### src/rtl/muldiv_rs_scheduler.sv
// Reservation-station bank and single-issue scheduler for the MUL/DIV functional unit.
// Optional DIVZERO_TRAP_EN: DIV by zero bypasses the FU and reports ResErr with an all-ones result.
module muldiv_rs_scheduler #(
  parameter int unsigned DATA_W   = 12,
  parameter int unsigned NUM_RS   = 2,
  parameter int unsigned TAG_W    = 2,
  parameter int unsigned TAG_BASE = 2
) (
  input  logic              Clock,
  input  logic              Reset,
  input  logic              IssueValid,
  input  logic [2:0]        IssueOp,
  input  logic [DATA_W-1:0] IssueVj,
  input  logic [DATA_W-1:0] IssueVk,
  input  logic [TAG_W-1:0]  IssueQj,
  input  logic [TAG_W-1:0]  IssueQk,
  input  logic              IssueQjValid,
  input  logic              IssueQkValid,
  output logic              IssueReady,
  output logic [TAG_W-1:0]  IssueTag,
  output logic              IssueIllegal,
  input  logic              CdbValid,
  input  logic [TAG_W-1:0]  CdbTag,
  input  logic [DATA_W-1:0] CdbData,
  output logic              FuEn,
  output logic [DATA_W-1:0] FuRx,
  output logic [DATA_W-1:0] FuRy,
  output logic [2:0]        FuOp,
  output logic [TAG_W-1:0]  FuLabel,
  input  logic              FuDone,
  input  logic [DATA_W-1:0] FuOut,
  input  logic [TAG_W-1:0]  FuLabelOut,
  output logic              ResValid,
  output logic [TAG_W-1:0]  ResTag,
  output logic [DATA_W-1:0] ResData,
`ifdef DIVZERO_TRAP_EN
  output logic              ResErr,
`endif
  input  logic              ResAck
);

  localparam int unsigned IDX_W = (NUM_RS > 1) ? $clog2(NUM_RS) : 1;
  localparam logic [2:0] OP_MUL = 3'b010;
  localparam logic [2:0] OP_DIV = 3'b011;

  typedef enum logic [1:0] {S_IDLE, S_BUSY, S_RESULT} state_e;

  state_e             state_q, state_d;
  logic [NUM_RS-1:0]  busy_q, busy_d, disp_q, disp_d, pj_q, pj_d, pk_q, pk_d;
  logic [DATA_W-1:0]  vj_q [NUM_RS];
  logic [DATA_W-1:0]  vj_d [NUM_RS];
  logic [DATA_W-1:0]  vk_q [NUM_RS];
  logic [DATA_W-1:0]  vk_d [NUM_RS];
  logic [TAG_W-1:0]   qj_q [NUM_RS];
  logic [TAG_W-1:0]   qj_d [NUM_RS];
  logic [TAG_W-1:0]   qk_q [NUM_RS];
  logic [TAG_W-1:0]   qk_d [NUM_RS];
  logic [2:0]         op_q [NUM_RS];
  logic [2:0]         op_d [NUM_RS];
  logic [IDX_W-1:0]   cur_q, cur_d, last_q, last_d;
  logic               ready_q, ready_d;
  logic               fu_en_q, fu_en_d;
  logic [DATA_W-1:0]  fu_rx_q, fu_rx_d, fu_ry_q, fu_ry_d;
  logic [2:0]         fu_op_q, fu_op_d;
  logic [TAG_W-1:0]   fu_label_q, fu_label_d;
  logic               res_valid_q, res_valid_d;
  logic [TAG_W-1:0]   res_tag_q, res_tag_d;
  logic [DATA_W-1:0]  res_data_q, res_data_d;
`ifdef DIVZERO_TRAP_EN
  logic               res_err_q, res_err_d;
`endif

  logic               free_found, pick_found, op_legal, accept;
  logic [IDX_W-1:0]   free_idx, pick_idx;
  logic [IDX_W:0]     rr_c;
  logic [NUM_RS-1:0]  rdy;

  assign op_legal     = (IssueOp == OP_MUL) || (IssueOp == OP_DIV);
  assign accept       = IssueValid && ready_q && free_found && op_legal;
  assign IssueIllegal = IssueValid && ready_q && !op_legal;
  assign IssueReady   = ready_q;
  assign IssueTag     = ready_q ? (TAG_W'(TAG_BASE) + TAG_W'(free_idx)) : '0;
  assign rdy          = busy_q & ~pj_q & ~pk_q & ~disp_q;

  always_comb begin
    free_found = 1'b0;
    free_idx   = '0;
    for (int unsigned i = 0; i < NUM_RS; i++) begin
      if (!free_found && !busy_q[IDX_W'(i)]) begin
        free_found = 1'b1;
        free_idx   = IDX_W'(i);
      end
    end
  end

  // Round-robin search begins one past the last dispatched station.
  always_comb begin
    pick_found = 1'b0;
    pick_idx   = '0;
    rr_c       = '0;
    for (int unsigned i = 0; i < NUM_RS; i++) begin
      rr_c = {1'b0, last_q} + (IDX_W+1)'(1) + (IDX_W+1)'(i);
      if (rr_c >= (IDX_W+1)'(NUM_RS)) rr_c = rr_c - (IDX_W+1)'(NUM_RS);
      if (!pick_found && rdy[rr_c[IDX_W-1:0]]) begin
        pick_found = 1'b1;
        pick_idx   = rr_c[IDX_W-1:0];
      end
    end
  end

  always_comb begin
    state_d = state_q;
    busy_d = busy_q;  disp_d = disp_q;  pj_d = pj_q;  pk_d = pk_q;
    vj_d = vj_q;  vk_d = vk_q;  qj_d = qj_q;  qk_d = qk_q;  op_d = op_q;
    cur_d = cur_q;  last_d = last_q;
    fu_en_d = fu_en_q;  fu_rx_d = fu_rx_q;  fu_ry_d = fu_ry_q;
    fu_op_d = fu_op_q;  fu_label_d = fu_label_q;
    res_valid_d = res_valid_q;  res_tag_d = res_tag_q;  res_data_d = res_data_q;
`ifdef DIVZERO_TRAP_EN
    res_err_d = res_err_q;
`endif

    for (int unsigned i = 0; i < NUM_RS; i++) begin
      if (busy_q[IDX_W'(i)] && CdbValid) begin
        if (pj_q[IDX_W'(i)] && (CdbTag == qj_q[IDX_W'(i)])) begin
          pj_d[IDX_W'(i)] = 1'b0;
          vj_d[IDX_W'(i)] = CdbData;
        end
        if (pk_q[IDX_W'(i)] && (CdbTag == qk_q[IDX_W'(i)])) begin
          pk_d[IDX_W'(i)] = 1'b0;
          vk_d[IDX_W'(i)] = CdbData;
        end
      end
    end

    if (accept) begin
      busy_d[free_idx] = 1'b1;
      disp_d[free_idx] = 1'b0;
      op_d[free_idx]   = IssueOp;
      qj_d[free_idx]   = IssueQj;
      qk_d[free_idx]   = IssueQk;
      pj_d[free_idx]   = IssueQjValid && !(CdbValid && (CdbTag == IssueQj));
      pk_d[free_idx]   = IssueQkValid && !(CdbValid && (CdbTag == IssueQk));
      vj_d[free_idx]   = (IssueQjValid && CdbValid && (CdbTag == IssueQj)) ? CdbData : IssueVj;
      vk_d[free_idx]   = (IssueQkValid && CdbValid && (CdbTag == IssueQk)) ? CdbData : IssueVk;
    end

    case (state_q)
      S_IDLE: begin
        if (pick_found) begin
          disp_d[pick_idx] = 1'b1;
          cur_d            = pick_idx;
          last_d           = pick_idx;
`ifdef DIVZERO_TRAP_EN
          if ((op_q[pick_idx] == OP_DIV) && (vk_q[pick_idx] == '0)) begin
            res_valid_d = 1'b1;
            res_tag_d   = TAG_W'(TAG_BASE) + TAG_W'(pick_idx);
            res_data_d  = '1;
            res_err_d   = 1'b1;
            state_d     = S_RESULT;
          end else begin
`else
          begin
`endif
            fu_en_d    = 1'b1;
            fu_rx_d    = vj_q[pick_idx];
            fu_ry_d    = vk_q[pick_idx];
            fu_op_d    = op_q[pick_idx];
            fu_label_d = TAG_W'(TAG_BASE) + TAG_W'(pick_idx);
            state_d    = S_BUSY;
          end
        end
      end
      S_BUSY: begin
        if (FuDone && (FuLabelOut == fu_label_q)) begin
          res_valid_d = 1'b1;
          res_tag_d   = fu_label_q;
          res_data_d  = FuOut;
          fu_en_d     = 1'b0;
          state_d     = S_RESULT;
        end
      end
      S_RESULT: begin
        if (ResAck) begin
          busy_d[cur_q] = 1'b0;
          disp_d[cur_q] = 1'b0;
          res_valid_d   = 1'b0;
`ifdef DIVZERO_TRAP_EN
          res_err_d     = 1'b0;
`endif
          state_d       = S_IDLE;
        end
      end
      default: state_d = S_IDLE;
    endcase

    ready_d = ~&busy_d;
  end

  always_ff @(posedge Clock) begin
    if (Reset) begin
      state_q <= S_IDLE;
      busy_q <= '0;  disp_q <= '0;  pj_q <= '0;  pk_q <= '0;
      vj_q <= '{default: '0};  vk_q <= '{default: '0};
      qj_q <= '{default: '0};  qk_q <= '{default: '0};
      op_q <= '{default: '0};
      cur_q <= '0;  last_q <= IDX_W'(NUM_RS - 1);
      ready_q <= 1'b0;
      fu_en_q <= 1'b0;  fu_rx_q <= '0;  fu_ry_q <= '0;  fu_op_q <= '0;  fu_label_q <= '0;
      res_valid_q <= 1'b0;  res_tag_q <= '0;  res_data_q <= '0;
`ifdef DIVZERO_TRAP_EN
      res_err_q <= 1'b0;
`endif
    end else begin
      state_q <= state_d;
      busy_q <= busy_d;  disp_q <= disp_d;  pj_q <= pj_d;  pk_q <= pk_d;
      vj_q <= vj_d;  vk_q <= vk_d;  qj_q <= qj_d;  qk_q <= qk_d;  op_q <= op_d;
      cur_q <= cur_d;  last_q <= last_d;
      ready_q <= ready_d;
      fu_en_q <= fu_en_d;  fu_rx_q <= fu_rx_d;  fu_ry_q <= fu_ry_d;
      fu_op_q <= fu_op_d;  fu_label_q <= fu_label_d;
      res_valid_q <= res_valid_d;  res_tag_q <= res_tag_d;  res_data_q <= res_data_d;
`ifdef DIVZERO_TRAP_EN
      res_err_q <= res_err_d;
`endif
    end
  end

  assign FuEn     = fu_en_q;
  assign FuRx     = fu_rx_q;
  assign FuRy     = fu_ry_q;
  assign FuOp     = fu_op_q;
  assign FuLabel  = fu_label_q;
  assign ResValid = res_valid_q;
  assign ResTag   = res_tag_q;
  assign ResData  = res_data_q;
`ifdef DIVZERO_TRAP_EN
  assign ResErr   = res_err_q;
`endif

endmodule

### config.mk
export PLATFORM = sky130hd
export DESIGN_NAME = muldiv_rs_scheduler
export DESIGN_NICKNAME = d
export VERILOG_FILES = /design/src/rtl/muldiv_rs_scheduler.sv
export SDC_FILE = /design/constraint.sdc
export NUM_CORES = 1
export LEC_CHECK = 0
export ABC_AREA = 1
export BUFFER_PORTS_ARGS = -buffer_cell sky130_fd_sc_hd__buf_2
export CORE_MARGIN = 8
export CORE_UTILIZATION = 45
export DETAILED_ROUTE_END_ITERATION = 10
export PLACE_DENSITY = 0.67
export SYNTH_ARGS = -nofsm -noshare
export SYNTH_HDL_FRONTEND = slang
export SYNTH_SLANG_ARGS = --single-unit
### constraint.sdc
create_clock -name Clock -period 4.3 [get_ports Clock]
set_clock_uncertainty 0.1 [all_clocks]
set_input_delay 1.29 -clock Clock [delete_from_list [all_inputs] [get_ports Clock]]
set_output_delay 1.29 -clock Clock [all_outputs]
set_load 0.02 [all_outputs]
After elaboration in Yosys (flattened, before gate mapping)

Cells that the tools add are included.
Widths: inputs -> output; s select.

Flip-flop bits (word level): 120
Bits in latches: 0
Memory bits (writable): 0
ROM bits: 0
Input port bits: 67
Output and inout bits: 49
Logic and storage cells: 196
Memories kept: 0

Add/sub/neg operators: 6
Multiply operators: 0
Divide/modulo/power cells: 0
Order comparisons: 13
Eq/ne operators: 14
Shift-type cells: 0
Multiplexer cells: 81
Bitwise logic cells: 15
Reduce and logical (&&, ||, !) cells: 41

Operator list:

| kind                | number |
|---|---|
| $mux 12             | 17 |
| $bwmux 24           | 2 |
| $mux 24             | 2 |
| $mux 1              | 28 |
| $mux 2              | 13 |
| $logic_and 1x1->1   | 25 |
| $eq 2x2->1          | 7 |
| $and 2x2->2         | 6 |
| $demux 12 s1        | 1 |
| $mux 3              | 4 |
| $lt 1x2->1 const B  | 5 |
| $not 2->2           | 5 |
| $reduce_and 3->1    | 3 |
| $bwmux 4            | 2 |
| $ge 2x2->1 const B  | 4 |
| $bwmux 6            | 1 |
| $eq 3x2->1 const B  | 2 |
| $logic_not 1->1     | 6 |
| $ne 2x2->1 const B  | 3 |
| $pmux 2 s3          | 1 |
| $reduce_and 2->1    | 3 |
| $add 2x1->2 const A | 2 |
| $bwmux 2            | 2 |
| $not 1->2           | 2 |
| 16 further kinds    | 24 |

Logic depth before layout (Yosys ltp)

Gate-level depths: netlist (run 1).

Word-level depth: 17
Depth in mapped cells: 10
Gate-level depth less buffers: 9

Worst setup path after synthesis (run 1)

OpenSTA, ideal clock, no wires.

Path kind: input-to-output
From: input port IssueValid
To: output port IssueIllegal
Data arrival time: 1691 ps
Required time: 2910 ps
Slack: 1219 ps
Stages on the path: 2
Buffers on the path: 0
Cells stage by stage: nand2_1 > a21oi_1

Longest elaborated chain between the ends: 2

Ends and longest elaborated chain:

| what                            | line | source |
|---|---|---|
| from (decl)                     | 11   | `input logic IssueValid,` |
| $logic_and 1x1->1 (2 in series) | 80   | `assign IssueIllegal = IssueValid && ready_q && !op_legal;` |
| to (decl)                       | 21   | `output logic IssueIllegal,` |

No other way between the ends.

Worst setup path in the final report (run 1)

Same ends and word-level chain as after synthesis.

==> summary.md, run 1 <==
| Metric | Value |
|---|---|
| CTS resizes | 0 |
| Diode count | 0 |
| Iter 0 DRT Violations | 573 |
| R2R depth | 8 |
| Syn Std Cell Area | 6480 um2 |
| Fin. Hold Viols | 0 |
| DP Cell Count | 1198 |
| Final Critical Period | 3.09 ns |
| Max Fanout on Critical Path | 2 |
| Largest net degree at the start of global routing | 55 |
| Most numerous cell in the Yosys netlist | nand2_1 |
| Initial antenna violation count | 2 |
| DP Wirelength | 13000 um |
| Synth top area share | 0.367 |
| CP Launch Point | IssueValid |
| Mapped Cells | 956 |
| Post-Syn Nets | 1023 |
| DRC | 0 |
| Worst r2r dst | FuRx[0] |
| Reg2reg setup slack | 1.76 ns |
| Cell variety after synth | 26 |
| Routed wire length | 19100 um |
| Share of layout cells above drive strength 1 | 0.213 |
| Total Routing Usage GR | 0.208 |
| Worst Setup Start Kind | primary input |
| CP endpoint kind | output port |
| Main synth FF type | dfxtp_1 |
| Global-route wire length before repair | 30900 um |
| Post-synthesis sequential element count | 119 |
| CTS Buf Count | 17 |
| Core area | 14300 um2 |
| Clk sink count | 119 |
| Worst r2r src | pk_q[1] |
| Max Fclk | 324 MHz |
| Initial Utilization | 0.453 |
| Drt wl/cell | 15.5 um |
| Status | finished, final reports clean |
| FFs w/ async S/R, synth | 0 |
| TritonRoute pass-1 iters | 5 |
| Fin. max-slew vios | 0 |
| Critical Path RT | 2.91 ns |
| PortBufs | 115 |
| Clock root buffer | clkbuf_16 |
| Clock transition at the registers of the reported paths | 0.06 ns |
| Post-CTS Setup Inserts | 0 |
| Die area | 18500 um2 |
| Synthesized area per cell | 6.78 um2 |
| Hold Crit Class | reg -> reg |
| NumNets Final | 1100 |
| Number of synthesized flops with an enable pin | 0 |
| Setup_tns | 0 ns |
| CTS max path bufs | 2 |
| Via count | 6540 |
| # setup viols final | 0 |
| RSZ-0062 raised after global routing | false |
| Hold-fix buffers at CTS | 0 |
| Crit path to | IssueIllegal |
| CTS tree | built |
| VDD IR-drop max | 0.000267 V |
| H-tree Lvls | 4 |
| Fin crit share | 0.717 |
| Routability congestion estimate | 0.849 |
| Die H | 136 um |
| Worst Max-Slew Pin Slew | 0.700 ns |
| Grt ovf | 0 |
| Non-Filler Instances | 1230 |
| IO Pins | 116 |
| Die span in x | 136 um |
| Row cnt | 44 |
| DP Worst Slack | 1.21 ns |
| Area grow syn2layout | 16.1% |
| Largest cells by area after synthesis | dfxtp_1 (37%), nand2_1 (16%), nand4_1 (8.3%) |
| Finished Cell Area | 7530 um2 |
| Slew HR | 0.531 |
| Leak pwr | 3.42 nW |
| Max-Cap Viols | 0 |
| Synth Warn # | 0 |
| ANT nets after route | 0 |
| Post-synth top cells | nand2_1 (273), dfxtp_1 (119), a21oi_1 (100) |
| Vias in the first global route | 6030 |
| Register area share after synthesis | 0.367 |
| Setup ws final | 1.21 ns |
| Setup Crit Path Kind | in -> out |
| DP Area | 6960 um2 |
| PwrDens | 364 nW/um2 |
| Clk_lat worst skew | 0.42 ns |
| CP Data Arrival Time | 1.70 ns |
| Via density | 5.32 |
| Yosys top cell by area | dfxtp_1 |
[per-stage QoR]
step	utilization	power (W)	hold slack (ns)
detailed placement	0.486	0.00141	0.350
finish	0.526	0.00274	0.355
global route	0.526	0.00284	0.372
CTS	0.526	0.00276	0.359
global placement	0.486	0.00140	0.347
floorplan	-	0.00133	0.329
[layout by cell type (no fill, tap or decap), drive strengths merged, types with 12 or more instances in the layout]
cell	Yosys	routed
nor2	70	70
nand4	86	86
nand3	91	91
clkbuf	15	19
a21oi	113	113
inv	89	91
buf	56	129
dfxtp	119	119
o21ai	12	12
nand2	289	289
[metal layers]
layer | part of all wire | track usage
met5 | 0.0010 | 0
met3 | 0.073 | 0.0543
met4 | 0.023 | 0.0793
met2 | 0.45 | 0.330
met1 | 0.45 | 0.266
[critical path, stage by stage]
cell and delay (ns):
buf_2 0.07, nand2_1 0.05, a21oi_1 0.10, buf_2 0.18
[cell families after synthesis]
group                     Yosys count  synth area share
xor gates and xnor gates            7            0.0193
and+or+nand+nor                   540             0.383
AOI/OAI and AO/OA                 130             0.109
buffers and inverters             160             0.121
DFF                               119             0.367
[worst min path at each step]
| stage | slack (ns) | cells past startpoint | from | endpoint |
|---|---|---|---|---|
| global placement | 0.35 | 2 | op_q[2] | op_q[2] |
| detailed placement | 0.35 | 2 | op_q[5] | op_q[5] |
| floorplan | 0.33 | 2 | last_q | last_q |
| CTS | 0.36 | 2 | op_q[5] | op_q[5] |
| global route | 0.37 | 2 | ResData[10] | ResData[10] |
| finish | 0.36 | 2 | ResData[2] | ResData[2] |
[state kept, by name (all words and copies together), names as in the netlist, 3 cells and up]
register	cells
vj_q	24
vk_q	24
ResData	12
FuRy	12
op_q	6
qj_q	4
qk_q	4
FuRx	12
FuOp	3
[area by class of cell]
type                            count  area (um2)
Inverter                           89         334
Multi-Input combinational cell    677        3330
Clock buffer                       19         443
Sequential cell                   119        2380
Clock inverter                     13         124
Timing Repair Buffer              129         681
Fill cell                        1486        6790
Tap cell                          184         230
[where the power goes]
part           switching (W)  total [W]  leakage [nW]  internal (W)
logic               0.000172   0.000252          2.19     0.0000799
registers          0.0000137    0.00113         0.961       0.00112
clock network       0.000543    0.00136         0.270      0.000813
total               0.000729    0.00274          3.42       0.00201
Note: power is estimated with default switching activity, not from simulation.
==> run 2, diff against run 1 <==
==> constraint.sdc (replaced) <==
create_clock -name Clock -period 3 [get_ports Clock]
set_clock_uncertainty 0.1 [all_clocks]
set_input_delay 0.9 -clock Clock [delete_from_list [all_inputs] [get_ports Clock]]
set_output_delay 0.9 -clock Clock [all_outputs]
set_load 0.02 [all_outputs]
==> summary.md, run 2 (synthesis gave the netlist of run 1 again) <==
| Metric | Value |
|---|---|
| Clk_lat worst skew | 0.42 ns (about the same) |
| Setup_tns | 0 ns (unchanged) |
| Hold-fix buffers at CTS | 0 (unchanged) |
| Vias in the first global route | 5994 (-0.60%) |
| Final Critical Period | 2.52 ns |
| Drt wl/cell | 15.1 um (-2.4%) |
| Hold EP | ResData[0] |
| Die span in x | 136 um (unchanged) |
| VDD IR-drop max | 0.000404 V (+51%) |
| Grt ovf | 0 (unchanged) |
| Initial antenna violation count | 0 (-2) |
| CP endpoint kind | output port |
| Fin. Hold Viols | 0 (unchanged) |
| Hold path startpoint | ResData[0] |
| Clock transition at the registers of the reported paths | 0.06 ns (about the same) |
| CTS Buf Count | 17 (unchanged) |
| Max Fclk | 397 MHz |
| Die area | 18500 um2 (unchanged) |
| Die H | 136 um (unchanged) |
| Share of layout cells above drive strength 1 | 0.219 (+0.00597) |
| Worst r2r src | IssueReady |
| Most frequent cells in the layout | nand2_1 (273), dfxtp_1 (119), buf_2 (115) |
| Clock root buffer | clkbuf_16 |
| TritonRoute pass-1 iters | 5 (unchanged) |
| CTS resizes | 0 (unchanged) |
| DP Wirelength | 12900 um (-0.57%) |
| Final hold slack | 0.357 ns (+0.00166 ns) |
| Post-layout util | 0.532 (+0.00594) |
| Largest net degree at the start of global routing | 58 (+5.5%) |
| RSZ-0062 raised after global routing | false |
| Top flop regs | vj_q: 24 flops, vk_q: 24 flops |
| Setup Crit Path Kind | reg -> out |
| Routed wire length | 18700 um (-1.8%) |
| Slew HR | 0.523 (-0.00855) |
| Global-route wire length before repair | 30600 um (-0.98%) |
| Area grow syn2layout | 17.4% |
| Reg2reg setup slack | 1.14 ns (-0.62 ns) |
| Post-CTS Setup Inserts | 0 (unchanged) |
| Iter 0 DRT Violations | 575 (+0.35%) |
| ANT nets after route | 0 (unchanged) |
| PortBufs | 115 (unchanged) |
| Via count | 6529 (-0.17%) |
| CTS max path bufs | 2 (unchanged) |
| Leak pwr | 3.47 nW (+1.4%) |
| Worst Max-Slew Pin Slew | 0.712 ns (+0.0128 ns) |
| Initial Utilization | 0.453 (unchanged) |
| Fin crit share | 0.839 |
| Max-Cap Viols | 0 (unchanged) |
| Commonest non-fill, non-tap cell in the layout | nand2_1 |
| Row cnt | 44 (unchanged) |
| R2R depth | 8 (unchanged) |
| CTS tree | built |
| Max Fanout on Critical Path | 5 (+3) |
| Status | finished, final reports clean |
| Critical Path RT | 2.00 ns (-0.91 ns) |
| PwrDens | 515 nW/um2 (+41%) |
| Worst Hold Depth | 2 (unchanged) |
| DRC | 0 (unchanged) |
| Worst r2r dst | pk_q[1] |
| IO Pins | 116 (unchanged) |
| Via density | 5.27 (-0.81%) |
| H-tree Lvls | 4 (unchanged) |
| Core area | 14300 um2 (unchanged) |
| Hold Crit Class | reg -> reg |
| Filler cells | 1458 (-1.9%) |
| Fin. max-slew vios | 0 (unchanged) |
| Clk sink count | 119 (unchanged) |
| Routability congestion estimate | 0.870 (+2.5%) |
| CP Data Arrival Time | 1.52 ns (-0.18 ns) |
| Worst Setup Start Kind | flop |
| Diode count | 0 (unchanged) |
| Total Routing Usage GR | 0.208 (-0.000373) |
| NumNets Final | 1109 (+0.82%) |
| # setup viols final | 0 (unchanged) |
-- run 2: per-stage QoR --
step                cell area, um2  instances  power (W)  worst slack, ns
finish                        7610       1238    0.00392            0.484
CTS                           7610       1238    0.00395            0.471
global route                  7610       1238    0.00407            0.360
detailed placement            7050       1207    0.00202            0.467
global placement              7050       1207    0.00202            0.522
floorplan                     6480        956    0.00190            0.699
-- run 2: how the worst max path moves through the flow --
| stage | end | cells after the start | from |
|---|---|---|---|
| after CTS | IssueTag[0] | 5 | busy_q[0] |
| after global placement | vj_q[23] | 7 | CdbTag[1] |
| final | IssueTag[0] | 5 | busy_q[0] |
| after floorplan | IssueIllegal | 2 | IssueValid |
| after global routing | IssueTag[0] | 5 | busy_q[0] |
| after detailed placement | vj_q[23] | 7 | CdbTag[1] |
-- run 2: per-layer routing --
metal,wire [um],up-vias,part of all wire,GRT usage
li1,-,3321,-,-
met4,553,0,0.030,0.0933
met3,1280,37,0.068,0.0488
met2,8590,252,0.46,0.322
met1,8320,2919,0.44,0.270
met5,0,-,0,0
-- run 2: critical path, cell delays in order (launching register included) --
cell     delay, ns
dfxtp_1       0.47
inv_2         0.10
nor2_1        0.21
inv_1         0.07
nor2_1        0.08
buf_2         0.17
-- run 2: final cells by class --
class / instances / area, um2 / area share
clock buffer: 20 / 457 / 0.0600
clock inverter: 11 / 103 / 0.0135
inverter: 89 / 334 / 0.0439
multi-input combinational: 677 / 3330 / 0.438
sequential: 119 / 2380 / 0.313
tap: 184 / 230 / 0.0302
timing repair buffer: 138 / 773 / 0.102
-- run 2: power breakdown --
part | total (W) | switching (W) | internal [W] | leakage, nW
combinational | 0.000366 | 0.000249 | 0.000118 | 2.24
clock | 0.00193 | 0.000758 | 0.00117 | 0.268
sequential | 0.00162 | 0.0000153 | 0.00161 | 0.961
total | 0.00392 | 0.00102 | 0.00290 | 3.47
